**config.mk**
```make
export PLATFORM = sky130hd
export DESIGN_NAME = pipeline_mem_stage_flat
export DESIGN_NICKNAME = d
export VERILOG_FILES = /design/src/rtl/pipeline_mem_stage_pkg.sv /design/src/rtl/pipeline_mem_stage_if.sv /design/src/rtl/pipeline_mem_stage_load_align.sv /design/src/rtl/pipeline_mem_stage.sv /design/src/flat_wrapper.sv
export SDC_FILE = /design/constraint.sdc
export NUM_CORES = 1
export LEC_CHECK = 0
export CAP_MARGIN = 5
export CELL_PAD_IN_SITES_DETAIL_PLACEMENT = 1
export CELL_PAD_IN_SITES_GLOBAL_PLACEMENT = 1
export CORE_ASPECT_RATIO = 0.7
export CORE_MARGIN = 5
export CORE_UTILIZATION = 30
export DETAILED_ROUTE_END_ITERATION = 8
export GPL_TIMING_DRIVEN = 0
export PLACE_DENSITY_LB_ADDON = 0.1
export SETUP_SLACK_MARGIN = 0.2
export SYNTH_ARGS = -nofsm -noshare
export SYNTH_HDL_FRONTEND = slang
export SYNTH_SLANG_ARGS = --single-unit
export TNS_END_PERCENT = 100
```
**constraint.sdc**
```tcl
create_clock -name clk -period 2 [get_ports clk]
set_input_delay 0.3 -clock clk [delete_from_list [all_inputs] [get_ports clk]]
set_output_delay 0.3 -clock clk [all_outputs]
set_load 0.03 [all_outputs]
```
**src/rtl/pipeline_mem_stage_pkg.sv**
```systemverilog
// pipeline_mem_stage_pkg: shared types for the MEM stage.
// Includes the access FSM states, the size encodings and the EX/MEM bundle.
package pipeline_mem_stage_pkg;
  localparam int XLEN = 32;
  typedef enum logic {IDLE, WAIT} mem_state_t;
  localparam logic [1:0] MEM_SIZE_B = 2'b00;
  localparam logic [1:0] MEM_SIZE_H = 2'b01;
  localparam logic [1:0] MEM_SIZE_W = 2'b10;
  typedef struct packed {
    logic            valid;
    logic [XLEN-1:0] pc4;
    logic [XLEN-1:0] tgt;
    logic [XLEN-1:0] alu;
    logic            zero;
    logic [XLEN-1:0] rs2;
    logic            branch;
    logic            jump;
    logic            rd;
    logic            wr;
    logic [1:0]      size;
    logic            uns;
  } ex_mem_t;
  function automatic logic [3:0] byte_mask(input logic [1:0] size, input logic [1:0] a);
    return size == MEM_SIZE_B ? 4'b0001 << a : size == MEM_SIZE_H ? 4'b0011 << {a[1], 1'b0} : 4'b1111;
  endfunction
  function automatic logic misaligned(input logic [1:0] size, input logic [1:0] a);
    return (size == MEM_SIZE_H & a[0]) | (size == MEM_SIZE_W & |a);
  endfunction
endpackage

```
**src/rtl/pipeline_mem_stage_if.sv**
```systemverilog
// pipeline_mem_stage_if: data-memory req/ack bus.
// The stage is the master; the memory is the slave.
interface pipeline_mem_stage_if;
  import pipeline_mem_stage_pkg::*;
  logic            dmem_req;
  logic            dmem_we;
  logic [XLEN-1:0] dmem_addr;
  logic [XLEN-1:0] dmem_wdata;
  logic [3:0]      dmem_wmask;
  logic            dmem_ack;
  logic [XLEN-1:0] dmem_rdata;
  modport master(output dmem_req, dmem_we, dmem_addr, dmem_wdata, dmem_wmask, input dmem_ack, dmem_rdata);
  modport slave(input dmem_req, dmem_we, dmem_addr, dmem_wdata, dmem_wmask, output dmem_ack, dmem_rdata);
endinterface

```
**src/rtl/pipeline_mem_stage_load_align.sv**
```systemverilog
// pipeline_mem_stage_load_align: selects the load lane from the raw word.
// Then sign- or zero-extends it to XLEN.
module pipeline_mem_stage_load_align
  import pipeline_mem_stage_pkg::*;
(
  input  logic [XLEN-1:0] rdata_i,
  input  logic [1:0]      addr_i,
  input  logic [1:0]      size_i,
  input  logic            uns_i,
  output logic [XLEN-1:0] data_o
);
  logic [7:0]  b;
  logic [15:0] h;
  always_comb begin
    b = rdata_i[{addr_i, 3'b000} +: 8];
    h = addr_i[1] ? rdata_i[31:16] : rdata_i[15:0];
    data_o = size_i == MEM_SIZE_B ? {{24{~uns_i & b[7]}}, b} :
             size_i == MEM_SIZE_H ? {{16{~uns_i & h[15]}}, h} : rdata_i;
  end
endmodule

```
**src/rtl/pipeline_mem_stage.sv**
```systemverilog
// pipeline_mem_stage: EX/MEM register, branch redirect and dmem load/store over req/ack.
// Define MEM_MISALIGN_TRAP_EN to trap misaligned accesses on misalign_out_MEM.
module pipeline_mem_stage
  import pipeline_mem_stage_pkg::*;
(
  input  logic            clk,
  input  logic            rst_n,
  input  logic            valid_in_MEM,
  input  logic [XLEN-1:0] PC4_in_MEM,
  input  logic [XLEN-1:0] PC_in_MEM,
  input  logic [XLEN-1:0] ALU_in_MEM,
  input  logic            zero_in_MEM,
  input  logic [XLEN-1:0] Rs2_in_MEM,
  input  logic            Branch_in_MEM,
  input  logic            Jump_in_MEM,
  input  logic            MemRead_in_MEM,
  input  logic            MemWrite_in_MEM,
  input  logic [1:0]      MemSize_in_MEM,
  input  logic            MemUnsigned_in_MEM,
  input  logic            flush_in_MEM,
  pipeline_mem_stage_if.master dmem,
  output logic            stall_out_MEM,
  output logic            PCSrc_out_MEM,
  output logic [XLEN-1:0] PC_target_out_MEM,
  output logic            valid_out_MEM,
  output logic [XLEN-1:0] ALU_out_MEM,
  output logic [XLEN-1:0] Data_out_MEM,
  output logic [XLEN-1:0] PC4_out_MEM
`ifdef MEM_MISALIGN_TRAP_EN
  ,
  output logic            misalign_out_MEM
`endif
);
  ex_mem_t         ex_d, ex_q;
  mem_state_t      state_d, state_q;
  logic            in_mis, q_mis, in_mem, is_load, valid_q;
  logic [XLEN-1:0] alu_q, pc4_q, data_q, data_d, ld_data;
  always_comb begin
    ex_d = '0;
    if (!flush_in_MEM) begin
      ex_d.valid  = valid_in_MEM;
      ex_d.pc4    = PC4_in_MEM;
      ex_d.tgt    = PC_in_MEM;
      ex_d.alu    = ALU_in_MEM;
      ex_d.zero   = zero_in_MEM;
      ex_d.rs2    = Rs2_in_MEM;
      ex_d.branch = Branch_in_MEM;
      ex_d.jump   = Jump_in_MEM;
      ex_d.rd     = MemRead_in_MEM;
      ex_d.wr     = MemWrite_in_MEM;
      ex_d.size   = MemSize_in_MEM;
      ex_d.uns    = MemUnsigned_in_MEM;
    end
  end
`ifdef MEM_MISALIGN_TRAP_EN
  logic mis_q;
  assign in_mis = misaligned(MemSize_in_MEM, ALU_in_MEM[1:0]);
  assign q_mis = ex_q.valid & (ex_q.rd | ex_q.wr) & misaligned(ex_q.size, ex_q.alu[1:0]);
  assign misalign_out_MEM = mis_q;
  always_ff @(posedge clk or negedge rst_n)
    if (!rst_n) mis_q <= 1'b0;
    else if (!stall_out_MEM) mis_q <= q_mis;
`else
  assign in_mis = 1'b0;
  assign q_mis = 1'b0;
`endif
  // A misaligned trap never opens an access, so it retires straight from IDLE.
  assign in_mem = ex_d.valid & (ex_d.rd | ex_d.wr) & ~in_mis;
  assign stall_out_MEM = (state_q == WAIT) & ~dmem.dmem_ack;
  assign state_d = (stall_out_MEM | in_mem) ? WAIT : IDLE;
  assign is_load = ex_q.rd & ~ex_q.wr & ~q_mis;
  assign data_d = is_load ? ld_data : '0;
  pipeline_mem_stage_load_align u_align (
    .rdata_i(dmem.dmem_rdata),
    .addr_i (ex_q.alu[1:0]),
    .size_i (ex_q.size),
    .uns_i  (ex_q.uns),
    .data_o (ld_data)
  );
  assign dmem.dmem_req   = state_q == WAIT;
  assign dmem.dmem_we    = ex_q.wr;
  assign dmem.dmem_addr  = {ex_q.alu[XLEN-1:2], 2'b00};
  assign dmem.dmem_wdata = ex_q.size == MEM_SIZE_B ? {4{ex_q.rs2[7:0]}} :
                           ex_q.size == MEM_SIZE_H ? {2{ex_q.rs2[15:0]}} : ex_q.rs2;
  assign dmem.dmem_wmask = byte_mask(ex_q.size, ex_q.alu[1:0]);
  assign PCSrc_out_MEM     = ex_q.valid & ((ex_q.branch & ex_q.zero) | ex_q.jump);
  assign PC_target_out_MEM = ex_q.tgt;
  assign valid_out_MEM     = valid_q;
  assign ALU_out_MEM       = alu_q;
  assign Data_out_MEM      = data_q;
  assign PC4_out_MEM       = pc4_q;
  always_ff @(posedge clk or negedge rst_n) begin
    if (!rst_n) begin
      state_q <= IDLE;
      ex_q    <= '0;
      valid_q <= 1'b0;
      alu_q   <= '0;
      pc4_q   <= '0;
      data_q  <= '0;
    end else begin
      state_q <= state_d;
      valid_q <= ~stall_out_MEM & ex_q.valid;
      if (!stall_out_MEM) begin
        ex_q   <= ex_d;
        alu_q  <= ex_q.alu;
        pc4_q  <= ex_q.pc4;
        data_q <= data_d;
      end
    end
  end
endmodule

```
**src/flat_wrapper.sv**
```systemverilog
// flat-port wrapper written by rule: the top's interface ports become plain ports
module pipeline_mem_stage_flat import pipeline_mem_stage_pkg::*;
  (clk, rst_n, valid_in_MEM, PC4_in_MEM, PC_in_MEM, ALU_in_MEM, zero_in_MEM, Rs2_in_MEM, Branch_in_MEM, Jump_in_MEM, MemRead_in_MEM, MemWrite_in_MEM, MemSize_in_MEM, MemUnsigned_in_MEM, flush_in_MEM, stall_out_MEM, PCSrc_out_MEM, PC_target_out_MEM, valid_out_MEM, ALU_out_MEM, Data_out_MEM, PC4_out_MEM, dmem_dmem_req, dmem_dmem_we, dmem_dmem_addr, dmem_dmem_wdata, dmem_dmem_wmask, dmem_dmem_ack, dmem_dmem_rdata);
  pipeline_mem_stage_if dmem_i ();
  input  logic clk;
  input  logic rst_n;
  input  logic valid_in_MEM;
  input  logic [XLEN-1:0] PC4_in_MEM;
  input  logic [XLEN-1:0] PC_in_MEM;
  input  logic [XLEN-1:0] ALU_in_MEM;
  input  logic zero_in_MEM;
  input  logic [XLEN-1:0] Rs2_in_MEM;
  input  logic Branch_in_MEM;
  input  logic Jump_in_MEM;
  input  logic MemRead_in_MEM;
  input  logic MemWrite_in_MEM;
  input  logic [1:0] MemSize_in_MEM;
  input  logic MemUnsigned_in_MEM;
  input  logic flush_in_MEM;
  output logic stall_out_MEM;
  output logic PCSrc_out_MEM;
  output logic [XLEN-1:0] PC_target_out_MEM;
  output logic valid_out_MEM;
  output logic [XLEN-1:0] ALU_out_MEM;
  output logic [XLEN-1:0] Data_out_MEM;
  output logic [XLEN-1:0] PC4_out_MEM;
  output wire logic [$bits(dmem_i.dmem_req)-1:0] dmem_dmem_req;
  output wire logic [$bits(dmem_i.dmem_we)-1:0] dmem_dmem_we;
  output wire logic [$bits(dmem_i.dmem_addr)-1:0] dmem_dmem_addr;
  output wire logic [$bits(dmem_i.dmem_wdata)-1:0] dmem_dmem_wdata;
  output wire logic [$bits(dmem_i.dmem_wmask)-1:0] dmem_dmem_wmask;
  input wire logic [$bits(dmem_i.dmem_ack)-1:0] dmem_dmem_ack;
  input wire logic [$bits(dmem_i.dmem_rdata)-1:0] dmem_dmem_rdata;
  assign dmem_dmem_req = dmem_i.dmem_req;
  assign dmem_dmem_we = dmem_i.dmem_we;
  assign dmem_dmem_addr = dmem_i.dmem_addr;
  assign dmem_dmem_wdata = dmem_i.dmem_wdata;
  assign dmem_dmem_wmask = dmem_i.dmem_wmask;
  assign dmem_i.dmem_ack = dmem_dmem_ack;
  assign dmem_i.dmem_rdata = dmem_dmem_rdata;
  pipeline_mem_stage u_core (.clk(clk), .rst_n(rst_n), .valid_in_MEM(valid_in_MEM), .PC4_in_MEM(PC4_in_MEM), .PC_in_MEM(PC_in_MEM), .ALU_in_MEM(ALU_in_MEM), .zero_in_MEM(zero_in_MEM), .Rs2_in_MEM(Rs2_in_MEM), .Branch_in_MEM(Branch_in_MEM), .Jump_in_MEM(Jump_in_MEM), .MemRead_in_MEM(MemRead_in_MEM), .MemWrite_in_MEM(MemWrite_in_MEM), .MemSize_in_MEM(MemSize_in_MEM), .MemUnsigned_in_MEM(MemUnsigned_in_MEM), .flush_in_MEM(flush_in_MEM), .dmem(dmem_i), .stall_out_MEM(stall_out_MEM), .PCSrc_out_MEM(PCSrc_out_MEM), .PC_target_out_MEM(PC_target_out_MEM), .valid_out_MEM(valid_out_MEM), .ALU_out_MEM(ALU_out_MEM), .Data_out_MEM(Data_out_MEM), .PC4_out_MEM(PC4_out_MEM));
endmodule
```
* After elaboration in Yosys (flattened, before gate mapping) *
Cells that the tools add are included.

word-level totals
  word-level logic and storage cells = 47
  bits in registers = 235
  input bits = 173
  output and inout port bits = 201

operators by class
  reduce and logical (&&, ||, !) cells = 1
  shifts and indexed selects = 3
  mux-type cells = 10
  bitwise logic cells = 15
  eq/ne operators = 1

operator list
  cell                 count
  $mux 32              5
  $mux 137             1
  $shiftx 32x6->8      1
  $mux 16              1
  $and 1x1->1          8
  $mux 4               2
  $not 1->1            4
  $shl 1x2->4 const A  1
  $shl 2x2->4 const A  1
  $or 1x1->1           3
  $eq 2x1->1 const B   1
  $logic_not 2->1      1
  $mux 1               1

* Longest topological paths before layout *
  word-level depth = 5
  gate-level depth with buffers = 7
  mapped depth without buffers = 5

* Cells and area by module *
From an unflattened synthesis, not the netlist that was laid out.

second synthesis, totals
  cells, all modules = 957
  area, all modules = 12,041.5 µm²

modules (own cells, without submodules)
  module                         area each (µm²)  cells an instance  times used
  pipeline_mem_stage             11,024.3         822                1
  pipeline_mem_stage_load_align  1,017.2          135                1

* Least setup slack after synthesis *
OpenSTA, ideal clock, no wires.

  kind = register -> output
  from = register u_core.ex_q[1] in the netlist's numbering
  to = output dmem_dmem_wdata[24]
  required time = 1.700 ns
  cell stages (with the launch flop) = 5
  arrival time = 1.620 ns
  buffers on the path = 2
  slack = 0.080 ns
  path through = dfrtp_1 -> buf_2 -> buf_2 -> mux2i_1 -> o21ai_0

between the ends
  longest elaborated chain between the ends = 3
  elaborated cells between the ends (all ways) = 4

ends and longest elaborated chain
  item                    line                       source
  start, declared         pipeline_mem_stage.sv:34   ex_mem_t ex_d, ex_q;
  start signal, assigned  pipeline_mem_stage.sv:95   ex_q <= '0;
  start signal, assigned  pipeline_mem_stage.sv:104  ex_q <= ex_d;
  $eq 2x1->1              pipeline_mem_stage.sv:84   ex_q.size == MEM_SIZE_H ? {2{ex_q.rs2[15:0]}} : ex_q.rs2;
  $mux 32                 pipeline_mem_stage.sv:84
  $mux 32 (*)             pipeline_mem_stage.sv:83   assign dmem.dmem_wdata = ex_q.size == MEM_SIZE_B ? {4{ex_q.rs2[7:0]}} :
  end, declared           flat_wrapper.sv:30         output wire logic [$bits(dmem_i.dmem_wdata)-1:0] dmem_dmem_wdata;

Every way passes the cells marked *; elsewhere a longest branch is shown, timed or not.

* Worst setup path after layout *
  from = register u_core.ex_q[2] in the netlist's numbering
  to = output dmem_dmem_wdata[21]

Same word-level chain as after synthesis.

==> results.md <==
* Post-synthesis sequential area ratio at 0.543
* I/O Buffers at 370
* Fmax at 478 MHz
* Max-slew headroom at 0.445
* RSZ-0062 raised after global routing: true
* Maximum clock path buffer count at 3
* Arrival time at the worst endpoint at 1.79 ns
* Status: complete, but fails checks
* Total track usage at 0.202
* Hold depth at 3
* Internal power at 9.42 mW
* I/O pins at 374
* Largest cells by area after synthesis: dfrtp_1 54%, nand2_1 18%, nand3b_1 9.4%, buf_4 5.1%, a221o_1 1.8%
* Combinational share of power at 0.244
* 1st-iter DRT viols at 531
* Post-route cell area at 16600 um2
* Post-DR wirelength/cell at 19.8 um
* Area occupied by multi-input gates at 4280 um2
* Post-synth EDFFs at 0
* Area delta synth->final at 53.5%
* Core outline area at 35800 um2
* Clk sinks at 235
* Worst hold start: flush_in_MEM
* Maximum VDD drop at 0.532 mV
* Maximum fanout along the worst path at 9
* Finished Core Util at 0.465
* CP Capture Type: output port
* Initial antenna violation count at 4
* Area share of the largest cell type after synthesis at 0.543
* Data required time of the worst path at 1.70 ns
* CP startpoint kind: register
* Top FF cell, synth: dfrtp_1
* Layout fillers at 4141
* Clk root buf: clkbuf_16
* Sequential cell area at 5880 um2
* Async S/R FF share, synth at 1.00
* Max-cap violations at 0
* Post-Syn Area at 10800 um2
* Top-count cell post-synth: nand2_1
* Setup ws final at -0.0901 ns
* Drt pass-1 iters at 5
* Share of power burned in registers at 0.397
* Leakage at 8.58 nW
* Vias after detailed routing at 9820
* Final worst path period need at 2.09 ns
* Worst slew pin tran at 0.833 ns
* Switching Share at 0.309
* Hold EP: u_core.ex_q[39]
* Total net switching power at 4.22 mW
* Post-place setup slack at -1.03 ns
* Detail Route Antenna Nets at 0
* TritonCTS Buffers at 27
* Detail Placement HPWL at 30.5 mm
* Clock skew at 0.0177 ns
* Clock power frac at 0.360
* Fin crit share at 1.05
* Hold_ws at 0.279 ns
* Post-Route WL at 41.9 mm
* R2R depth at 6
* DRC Markers at 0
* Vias in the first global route at 10500
* Largest net degree at the start of global routing at 89
* Tightest Hold Check Type: in2reg
* Total congestion overflow at 0
* DIE HEIGHT at 169 um
* Number of distinct library cells after synthesis at 41
* YS warnings at 0
* Final Max Slew Viols at 0
* R2R setup slack at 0.22 ns
* Placed inst area at 15200 um2
* Die Wd at 237 um
* Initial core utilization at 0.303
* Synth area leader: dfrtp_1
* Final hold violations at 0
* Reg2Reg Capture Point: u_core.Data_out_MEM[7]
* Power per cell area at 820 nW/um2
* # rows at 58
* CP Class: reg2out
* #FFs+latches synth at 235
* Setup violations, final at 25
* Clk_lat worst skew at 0.55 ns
* Failing checks: setup timing
* Post-synth top cells: 510 x nand2_1, 235 x dfrtp_1, 136 x nand3b_1
* Average cell area after synthesis at 9.17 um2
* First-pass GRT wire length at 63.9 mm
* Design Power at 13.6 mW
* Mapped Cells at 1181
* R2R Path Start: u_core.ex_q[1]
* # nets final at 1791
* Layout cells sized above 1 at 0.187
* Die area at 40100 um2
* CTS tree: built
* Clock transition at the registers of the reported paths at 0.06 ns
* GPL Wtd Cong at 0.802
* Vias/cell at 4.64
* H-tree depth at 1
state kept, by name (all words and copies together), names as in the netlist:
| signal | flops |
|---|---|
| u_core.dmem.dmem_req | 1 |
| u_core.ex_q | 74 |
| u_core.ALU_out_MEM | 32 |
| u_core.PC4_out_MEM | 32 |
| u_core.Data_out_MEM | 32 |
| u_core.PC_target_out_MEM | 32 |
| u_core.dmem.dmem_addr | 30 |
| u_core.valid_out_MEM | 1 |
| u_core.dmem.dmem_we | 1 |
layer usage:
layer	routed length [um]	share of wire	GRT usage
met2	19900	0.47	0.336
met4	780	0.019	0.0351
met5	34	0.00081	0
met1	18100	0.43	0.265
met3	3110	0.074	0.0614
cells in the final DEF, fill, tap and decap left out, types with 7 or more instances in the layout:
master / netlist / final
clkbuf_16: 0 / 29
dlygate4sd2_1: 0 / 149
nor2_1: 10 / 7
a221o_1: 20 / 20
buf_2: 23 / 18
nand3b_1: 136 / 136
o21ai_1: 7 / 9
mux2i_1: 12 / 9
clkdlybuf4s15_2: 0 / 8
clkdlybuf4s50_1: 0 / 170
buf_4: 74 / 103
clkbuf_1: 48 / 33
nand2_2: 0 / 12
nand2_1: 510 / 492
mux2_2: 15 / 9
a21oi_1: 9 / 8
clkbuf_2: 0 / 24
dfrtp_1: 235 / 232
buf_6: 2 / 37
clkdlybuf4s15_1: 0 / 7
mux2_4: 1 / 7
critical path: stages, from the launching register on:
cell and delay [ns]:
dfrtp_1 0.37, buf_6 0.14, buf_8 0.13, buf_8 0.14, mux2_4 0.31, buf_6 0.14
stage by stage:
stage	setup TNS (ns)	cells
after global routing	-3.10	2118
after CTS	-2.34	2095
after detailed placement	-101.03	2034
after floorplan	0	1182
final	-1.58	2118
after global placement	-2510.10	2032
logic make-up (layout without fill, tap and decap cells):
group | after synthesis | after routing | synth area share
multiplexers | 29 | 29 | 0.0301
buffers and inverters | 156 | 609 | 0.0837
AND/OR/NAND/NOR | 677 | 677 | 0.287
AO/OA/AOI/OAI | 83 | 83 | 0.0557
flip-flops | 235 | 235 | 0.543
other | 1 | 5 | 0.000346
worst max path at each step:
stage	from	endpoint	slack [ns]	depth (start not counted)
global route	u_core.ex_q[2]	dmem_dmem_wdata[20]	-0.14	5
floorplan	u_core.ex_q[1]	dmem_dmem_wmask[1]	0.11	4
CTS	u_core.ex_q[1]	dmem_dmem_wdata[10]	-0.14	6
detailed placement	dmem_dmem_ack	stall_out_MEM	-1.03	7
finish	u_core.ex_q[2]	dmem_dmem_wdata[21]	-0.09	5
global placement	rst_n	u_core.Data_out_MEM[11]	-10.31	1
power groups by stage:
stage	logic [mW]	registers, mW	clock network, mW
CTS	3.29	5.41	5.08
global route	3.57	5.46	5.27
global placement	3.26	5.48	0
finish	3.32	5.41	4.91
detailed placement	3.29	5.49	0
floorplan	1.33	5.80	0
what timing repair did:
item / 4_1_cts / 5_1_grt
pin swaps: 18 / 2
cloned: 2 / 2
endpoints found under the setup margin: 404 / 88
hold endpoints to repair: 70 / 0
buffers inserted: 12 / 18
resized for setup: 496 / 57
hold buffers: 1 / 0
final cells by class:
type | count | share of cell area
Inverter | 3 | 0.00135
Multi-Input combinational cell | 791 | 0.257
Tap cell | 480 | 0.0361
Timing Repair Buffer | 407 | 0.235
Clock inverter | 8 | 0.00542
Buffer | 153 | 0.0652
Antenna cell | 3 | 0.000451
Clock buffer | 38 | 0.0455
Sequential cell | 235 | 0.354
Power figures use the tool's default switching activity.
